### src/rtl/sw_bounce_gen_if.sv
// Switch-emulator bus: clean level request in, bouncy switch level and event status out.
// The master drives the request; the slave (sw_bounce_gen) drives the emulated switch.
interface sw_bounce_gen_if;
  logic       level_req;
  logic       sw_out;
  logic       busy;
  logic       settled;
  logic [7:0] toggle_cnt;

  modport master (
    output level_req,
    input  sw_out,
    input  busy,
    input  settled,
    input  toggle_cnt
  );

  modport slave (
    input  level_req,
    output sw_out,
    output busy,
    output settled,
    output toggle_cnt
  );
endinterface

### src/rtl/sw_bounce_gen.sv
// Mechanical-switch emulator: a clean level change on level_req becomes a burst of
// pseudo-randomly spaced toggles that always ends at the requested level, then a stable hold.
module sw_bounce_gen #(
  parameter int unsigned N_BOUNCE = 2,
  parameter int unsigned GAP_W    = 3,
  parameter int unsigned HOLD_CYC = 8,
  parameter logic [15:0] SEED     = 16'hACE1
) (
  input  logic           clk,
  input  logic           reset,
  sw_bounce_gen_if.slave sw
);

  localparam int unsigned LEFT_W = $clog2(2 * N_BOUNCE + 2);
  localparam int unsigned GAP_CW = GAP_W + 1;
  localparam int unsigned HOLD_W = $clog2(HOLD_CYC + 1);
  localparam logic [15:0] TAPS   = 16'hB400;

  localparam logic [1:0] S_IDLE   = 2'd0;
  localparam logic [1:0] S_BOUNCE = 2'd1;
  localparam logic [1:0] S_HOLD   = 2'd2;

  logic [1:0]        state;
  logic              stable;
  logic              sw_out_q;
  logic              busy_q;
  logic              settled_q;
  logic [7:0]        toggle_cnt_q;
  logic [LEFT_W-1:0] left_cnt;
  logic [GAP_CW-1:0] gap_cnt;
  logic [HOLD_W-1:0] hold_cnt;
  logic [15:0]       lfsr;
  logic [15:0]       lfsr_nxt;
  logic [GAP_CW-1:0] gap_seed;
  logic [7:0]        toggle_inc;

  assign lfsr_nxt   = lfsr[0] ? ((lfsr >> 1) ^ TAPS) : (lfsr >> 1);
  // Gap between toggles spans 1..2^GAP_W cycles, drawn from the current LFSR value.
  assign gap_seed   = GAP_CW'(lfsr[GAP_W-1:0]) + GAP_CW'(1);
  assign toggle_inc = (toggle_cnt_q == 8'hFF) ? toggle_cnt_q : toggle_cnt_q + 8'd1;

  // NOTE: sequential state uses non-blocking assignments so every register samples
  // pre-edge values; blocking here would create order-dependent simulation/synthesis mismatch.
  always_ff @(posedge clk or negedge reset) begin
    if (!reset) begin
      state        <= S_IDLE;
      stable       <= 1'b0;
      sw_out_q     <= 1'b0;
      busy_q       <= 1'b0;
      settled_q    <= 1'b0;
      toggle_cnt_q <= 8'd0;
      left_cnt     <= '0;
      gap_cnt      <= '0;
      hold_cnt     <= '0;
      lfsr         <= SEED;
    end else begin
      lfsr      <= lfsr_nxt;
      settled_q <= 1'b0;
      case (state)
        S_IDLE: begin
          sw_out_q <= stable;
          if (sw.level_req != stable) begin
            stable       <= sw.level_req;
            sw_out_q     <= sw.level_req;
            toggle_cnt_q <= 8'd1;
            left_cnt     <= LEFT_W'(2 * N_BOUNCE);
            gap_cnt      <= gap_seed;
            state        <= S_BOUNCE;
            busy_q       <= 1'b1;
          end
        end
        S_BOUNCE: begin
          // left_cnt reaching zero means the last toggle already landed on the target level.
          if (left_cnt == '0) begin
            state    <= S_HOLD;
            hold_cnt <= HOLD_W'(HOLD_CYC);
          end else if (gap_cnt == GAP_CW'(1)) begin
            sw_out_q     <= ~sw_out_q;
            toggle_cnt_q <= toggle_inc;
            left_cnt     <= left_cnt - LEFT_W'(1);
            gap_cnt      <= gap_seed;
          end else begin
            gap_cnt <= gap_cnt - GAP_CW'(1);
          end
        end
        S_HOLD: begin
          if (hold_cnt <= HOLD_W'(1)) begin
            state     <= S_IDLE;
            busy_q    <= 1'b0;
            settled_q <= 1'b1;
          end else begin
            hold_cnt <= hold_cnt - HOLD_W'(1);
          end
        end
        default: begin
          state    <= S_IDLE;
          busy_q   <= 1'b0;
          sw_out_q <= stable;
        end
      endcase
    end
  end

  assign sw.sw_out     = sw_out_q;
  assign sw.busy       = busy_q;
  assign sw.settled    = settled_q;
  assign sw.toggle_cnt = toggle_cnt_q;

endmodule

### src/flat_wrapper.sv
// flat-port wrapper written by rule: the top's interface ports become plain ports
module sw_bounce_gen_flat 
#(
  parameter int unsigned N_BOUNCE = 2,
  parameter int unsigned GAP_W    = 3,
  parameter int unsigned HOLD_CYC = 8,
  parameter logic [15:0] SEED     = 16'hACE1
)
  (clk, reset, sw_level_req, sw_sw_out, sw_busy, sw_settled, sw_toggle_cnt);
  sw_bounce_gen_if sw_i ();
  input  logic clk;
  input  logic reset;
  input wire logic [$bits(sw_i.level_req)-1:0] sw_level_req;
  output wire logic [$bits(sw_i.sw_out)-1:0] sw_sw_out;
  output wire logic [$bits(sw_i.busy)-1:0] sw_busy;
  output wire logic [$bits(sw_i.settled)-1:0] sw_settled;
  output wire logic [$bits(sw_i.toggle_cnt)-1:0] sw_toggle_cnt;
  assign sw_i.level_req = sw_level_req;
  assign sw_sw_out = sw_i.sw_out;
  assign sw_busy = sw_i.busy;
  assign sw_settled = sw_i.settled;
  assign sw_toggle_cnt = sw_i.toggle_cnt;
  sw_bounce_gen #(.N_BOUNCE(N_BOUNCE), .GAP_W(GAP_W), .HOLD_CYC(HOLD_CYC), .SEED(SEED)) u_core (.clk(clk), .reset(reset), .sw(sw_i));
endmodule
### config.mk
export PLATFORM = sky130hd
export DESIGN_NAME = sw_bounce_gen_flat
export DESIGN_NICKNAME = d
export VERILOG_FILES = /design/src/rtl/sw_bounce_gen_if.sv /design/src/rtl/sw_bounce_gen.sv /design/src/flat_wrapper.sv
export SDC_FILE = /design/constraint.sdc
export NUM_CORES = 1
export LEC_CHECK = 0
export ABC_CLOCK_PERIOD_IN_PS = 2580
export CELL_PAD_IN_SITES_DETAIL_PLACEMENT = 1
export CELL_PAD_IN_SITES_GLOBAL_PLACEMENT = 1
export CORE_MARGIN = 1.5
export CORE_UTILIZATION = 46
export CTS_CLUSTER_SIZE = 12
export DETAILED_ROUTE_END_ITERATION = 7
export PLACE_DENSITY_LB_ADDON = 0.1
export SLEW_MARGIN = 20
export SYNTH_ARGS = -nofsm -noshare
export SYNTH_HDL_FRONTEND = slang
export SYNTH_SLANG_ARGS = --single-unit
### constraint.sdc
create_clock -name clk -period 2.58 [get_ports clk]
set_input_delay 0.516 -clock clk [delete_from_list [all_inputs] [get_ports clk]]
set_output_delay 0.516 -clock clk [all_outputs]
set_load 0.01 [all_outputs]
==> results of run 1 <==
## cells in the mapped netlist, drive strengths merged, types with 2 or more instances
| cell | instances |
|---|---|
| dfrtp | 33 |
| ha | 13 |
| nand2 | 13 |
| o21ai | 12 |
| inv | 10 |
| nor2 | 10 |
| dfstp | 8 |
| a21oi | 7 |
| nand3 | 7 |
| nor3 | 6 |
| and2 | 4 |
| nand4 | 4 |
| or2 | 4 |
| xor2 | 4 |
| a2bb2oi | 3 |
| mux2i | 3 |
| o31ai | 3 |
| a31oi | 2 |
| a41oi | 2 |
| and3 | 2 |
| and4 | 2 |
| clkbuf | 2 |
| mux2 | 2 |
| nand2b | 2 |
| nor2b | 2 |
| o211ai | 2 |
| o221ai | 2 |
## state kept, by name, indices dropped and copies added, names as in the netlist
register and count:
u_core.lfsr 16, u_core.sw.toggle_cnt 8, u_core.gap_cnt 4, u_core.hold_cnt 4
u_core.left_cnt 3, u_core.state 2, u_core.stable 1, u_core.sw.busy 1
u_core.sw.settled 1, u_core.sw.sw_out 1
## metal layers
metal,routed length [µm],track usage (%),vias to the layer above
met2,2300,40.2,24
li1,-,-,704
met3,156,4.93,6
met4,59,6.25,0
met5,0,0,-
met1,1970,27.6,758
## cell families (layout without fill, tap and decap cells)
kind of cell               count (synthesis)  in the layout  share of synthesized area (%)
AOI/OAI and AO/OA                         42             42                           14.8
xor gates and xnor gates                   4              4                           1.79
adders and majority gates                 13             13                           8.31
buffers and inverters                     13             39                           2.49
DFF                                       41             41                           52.9
muxes                                      5              5                           2.69
and+or+nand+nor                           62             62                           16.9
## stage by stage
step           area (µm²)  worst slack, ns
6_report             2310            0.226
5_1_grt              2310            0.166
4_1_cts              2310            0.235
3_5_place_dp         2190          -0.0167
3_3_place_gp         2190           0.0553
2_1_floorplan        1960            0.472
## path summary, 6_finish.rpt
check / endpoint / slack, ns
max in group asynchronous: u_core.gap_cnt[1] / 1.67
min in group clk: u_core.lfsr[7] / 0.35
setup / recovery: u_core.sw.toggle_cnt[4] / 0.23
setup reg to reg: u_core.sw.toggle_cnt[4] / 0.23
hold / removal: u_core.sw.toggle_cnt[6] / 0.35
hold reg to reg: u_core.lfsr[7] / 0.35
## area by class of cell
class	instances	area, µm²
clock buffers	6	82.6
clock inverters	2	37.5
fillers	447	1750
inverters	11	41.3
multi-input cells	126	872
flip-flops and latches	41	1040
well taps	50	62.6
repair buffers	20	178
## power groups by stage
stage	Sequential, mW	Clock [mW]	Combinational (mW)
3_5_place_dp	0.950	0	1.37
3_3_place_gp	0.930	0	1.27
2_1_floorplan	0.929	0	0.884
5_1_grt	0.963	0.583	1.54
4_1_cts	0.938	0.552	1.39
6_report	0.942	0.540	1.39
## worst max-delay path: stages, from the launching register on
cell	delay (ns)
dfrtp_1	0.39
inv_1	0.10
ha_1	0.17
or3b_4	0.41
a2111o_1	0.52
or4_1	0.54
a21oi_1	0.16
==> impl_metrics.tcl, run 1 <==
set metrics [dict create \
    power_switching_share_pct 40.1 \
    min_path_type "in -> async" \
    synth_area_leaders "dfrtp_1, dfstp_2, ha_1, o21ai_0, nand2_1" \
    grt_max_degree 42 \
    postRouteAntennaNets 0 \
    final_util_pct 56.9 \
    postCtsSetupRepairBufs 0 \
    fin_setup_tns_ns 0 \
    drv_cap 0 \
    yosysTopAreaCellShare_pct 42.2 \
    power_density_mw_per_mm2 1240 \
    required_ns 2.80 \
    vdd_drop_max_mv 0.497 \
    final_max_slew_viol_count 0 \
    rr_worst_depth 6 \
    total_power_mw 2.87 \
    routabilityCongestion 0.786 \
    cts_tree "yes" \
    worst-setup-path-type "reg -> reg" \
    overflow 0 \
    path_max_fanout 5 \
    ys_warn_count 0 \
    yosys_most_used_dff "dfrtp_1" \
    first_global_vias 1616 \
    layout_commonest_cell "dfrtp_1" \
    synthArstFlopShare_pct 100 \
    dp.cells 248 \
    dieArea_mm2 0.00465 \
    finalClockSkew_ns 0.0102 \
    synth_edf_count 0 \
    cp.arrival_ns 2.57 \
    layout.cells.non_filler 256 \
    nets 221 \
    setup_viol 0 \
    crit_start "u_core.gap_cnt[1]" \
    drive_gt1_share_pct 15.5 \
    cts_resized 0 \
    num_vias 1492 \
    die_w_um 68.2 \
    finalWirelength_mm 4.49 \
    netlist_instances 180 \
    avgSynthCellArea_um2 10.9 \
    final-hold-violation-count 0 \
    hold_ws_ns 0.349 \
    max_slew.worst_pin.slew_ns 0.905 \
    power.leakage_nw 1.05 \
    synth_area_mm2 0.00196 \
    yosysUniqueCellTypes 44 \
    portBuffers 13 \
    ys_ff_latch 41 \
    cts.sinks 41 \
    pwr-share-clk_pct 18.8 \
    antenna_cells 0 \
    rsz0062_at_grt "false" \
    start_util_pct 48.2 \
    drc_errors 0 \
    power_frac_comb_pct 48.3 \
    post-route-period-util_pct 91.3 \
    internal_power_mw 1.72 \
    holdBufCountCts 0 \
    antenna_found_initial 0 \
    syn_to_final_growth_pct 18.0 \
    synth_top_cell_by_area "dfrtp_1" \
    timing.rr.start "u_core.gap_cnt[1]" \
    ioPinCount 14 \
    critPathLaunchType "register" \
    status "finished clean" \
    relSlewSlack_pct 39.7 \
    end_kind "register" \
    grt_first_pass_wirelength_mm 7.69 \
    dr.pass1.iters 4 \
    final_cell_mix "dfrtp_1, nand2_1, ha_1" \
    die_y_um 68.2 \
    wl_per_cell_um 17.5 \
    cts-root-buf "clkbuf_8" \
    layout_min_cycle_time_ns 2.35 \
    hpwl_mm 3.22 \
    cts_max_path_buffers 2 \
    clk_latency_ns 0.29 \
    max_freq_mhz 425 \
    gr-usage-all-layers_pct 22.6 \
    cts_buffers 5 \
    clk_pin_slew_ns 0.09 \
    design.core.area_mm2 0.00406 \
    h-tree-depth 2 \
    seq_power_share_pct 32.8 \
    num_rows 23 \
    ys_seq_area_share_pct 52.9 \
    switching_power_mw 1.15 \
    synth_nets 196 \
    drt-vias-per-instance 5.83 \
    drt-initial-drc-count 73 \
]
Note: power is estimated with default switching activity, not from simulation.
==> run 2: changes to the inputs <==
CELL_PAD_IN_SITES_DETAIL_PLACEMENT = not set   (was 1)
CELL_PAD_IN_SITES_GLOBAL_PLACEMENT = not set   (was 1)
PLACE_DENSITY_LB_ADDON = not set   (was 0.1)
==> run 2 against run 1 <==
  * Final area is 1.3% lower
  * Non-clock buffer count stayed put
  * Maximum frequency is 5.0% higher
  * Sequential cell count stayed put
  * Sequential power is 1% lower
  * First-iteration DRC count stayed put
  * Worst setup slack better by 0.11 ns
  * Largest power group unchanged
==> impl_metrics.tcl, run 2 (same netlist as run 1, synthesis figures left out) <==
set metrics [dict create \
    drv_cap 0 \
    num-fill-cells 340 \
    end_kind "register" \
    path_max_fanout 4 \
    fin_setup_tns_ns 0 \
    largest_reg_flops 16 \
    cts_resized 0 \
    die_y_um 68.2 \
    worst-setup-path-type "reg -> reg" \
    finalClockSkew_ns 0.00160 \
    die_w_um 68.2 \
    nets 221 \
    cts.sinks 41 \
    ioPinCount 14 \
    max_slew.worst_pin.slew_ns 0.890 \
    power_density_mw_per_mm2 1180 \
    required_ns 2.80 \
    grt_first_pass_wirelength_mm 6.37 \
    cts_buffers 5 \
    design.core.area_mm2 0.00406 \
    routabilityCongestion 0.818 \
    overflow 0 \
    h-tree-depth 2 \
    r2r_end "u_core.sw.toggle_cnt[4]" \
    final-hold-violation-count 0 \
    num_rows 23 \
    timing.rr.start "u_core.gap_cnt[1]" \
    wl_per_cell_um 14.6 \
    dr.pass1.iters 4 \
    clk_pin_slew_ns 0.08 \
    drive_gt1_share_pct 15.5 \
    cts_tree "yes" \
    dieArea_mm2 0.00465 \
    total_power_mw 2.69 \
    cts_max_path_buffers 2 \
    rsz0062_at_grt "false" \
    vdd_drop_max_mv 0.517 \
    antenna_found_initial 0 \
    finalWirelength_mm 3.75 \
    layout_commonest_cell "dfrtp_1" \
    power.leakage_nw 1.03 \
    largest_register "u_core.lfsr" \
    start_util_pct 48.2 \
    layout_min_cycle_time_ns 2.24 \
    critPathLaunchType "register" \
    gr-usage-all-layers_pct 18.9 \
    cp.arrival_ns 2.46 \
    portBuffers 13 \
    drt-initial-drc-count 73 \
    drc_errors 0 \
    final_cell_mix "dfrtp_1, nand2_1, ha_1" \
    drt-vias-per-instance 5.53 \
    rr_worst_depth 6 \
    postRouteAntennaNets 0 \
    hpwl_mm 2.79 \
    clk_latency_ns 0.29 \
    num_vias 1416 \
    antenna_cells 0 \
    first_global_vias 1422 \
    cts-root-buf "clkbuf_8" \
    max_freq_mhz 446 \
    hold_ws_ns 0.341 \
    holdBufCountCts 0 \
    status "finished clean" \
    grt_max_degree 42 \
    min_path_type "in -> async" \
    syn_to_final_growth_pct 16.5 \
    final_max_slew_viol_count 0 \
    postCtsSetupRepairBufs 0 \
    setup_viol 0 \
    relSlewSlack_pct 40.7 \
    post-route-period-util_pct 86.9 \
    rrSetupSlack_ns 0.34 \
]
==> run 2: layout make-up <==
class	count	area, µm²	area share [%]
Clock inverter	3	21.3	0.933
Multi-Input combinational cell	126	872	38.3
Sequential cell	41	1040	45.4
Tap cell	50	62.6	2.74
Clock buffer	5	68.8	3.02
Inverter	11	41.3	1.81
Timing Repair Buffer	20	178	7.79
==> run 2: worst max path at each step <==
stage,end,start,cells after the start,slack (ns)
6_report,u_core.sw.toggle_cnt[4],u_core.gap_cnt[1],6,0.34
5_1_grt,u_core.sw.toggle_cnt[4],u_core.gap_cnt[1],6,0.25
4_1_cts,u_core.sw.toggle_cnt[4],u_core.gap_cnt[1],6,0.33
3_5_place_dp,u_core.sw.toggle_cnt[4],sw_level_req,6,0.03
3_3_place_gp,u_core.sw.toggle_cnt[4],sw_level_req,6,0.07
2_1_floorplan,u_core.sw.toggle_cnt[4],u_core.gap_cnt[1],6,0.47
==> run 2: where the power goes <==
group          internal [mW]  switching, mW
sequential             0.795          0.135
combinational          0.620          0.724
clock                  0.192          0.229
==> run 2: routing by layer <==
layer / global-route usage, % / wire length [µm] / up-vias
li1: - / - / 704
met1: 23.2 / 1690 / 695
met2: 31.9 / 1920 / 15
met3: 4.44 / 106 / 2
met4: 7.75 / 27 / 0
met5: 0 / 0 / -
==> run 2: through the flow <==
| stage | cell area, µm² | utilization, % | instances | setup slack, ns |
|---|---|---|---|---|
| final | 2280 | 56.2 | 256 | 0.339 |
| after global routing | 2280 | 56.2 | 256 | 0.249 |
| after CTS | 2280 | 56.2 | 256 | 0.328 |
| after detailed placement | 2190 | 54.0 | 248 | 0.0259 |
| after global placement | 2190 | 54.0 | 248 | 0.0682 |
| after floorplan | 1960 | - | 180 | 0.472 |
==> run 2: critical path: stages (launching register included) <==
cell	delay (ns)
dfrtp_1	0.38
inv_1	0.09
ha_1	0.16
or3b_4	0.40
a2111o_1	0.47
or4_1	0.52
a21oi_1	0.15
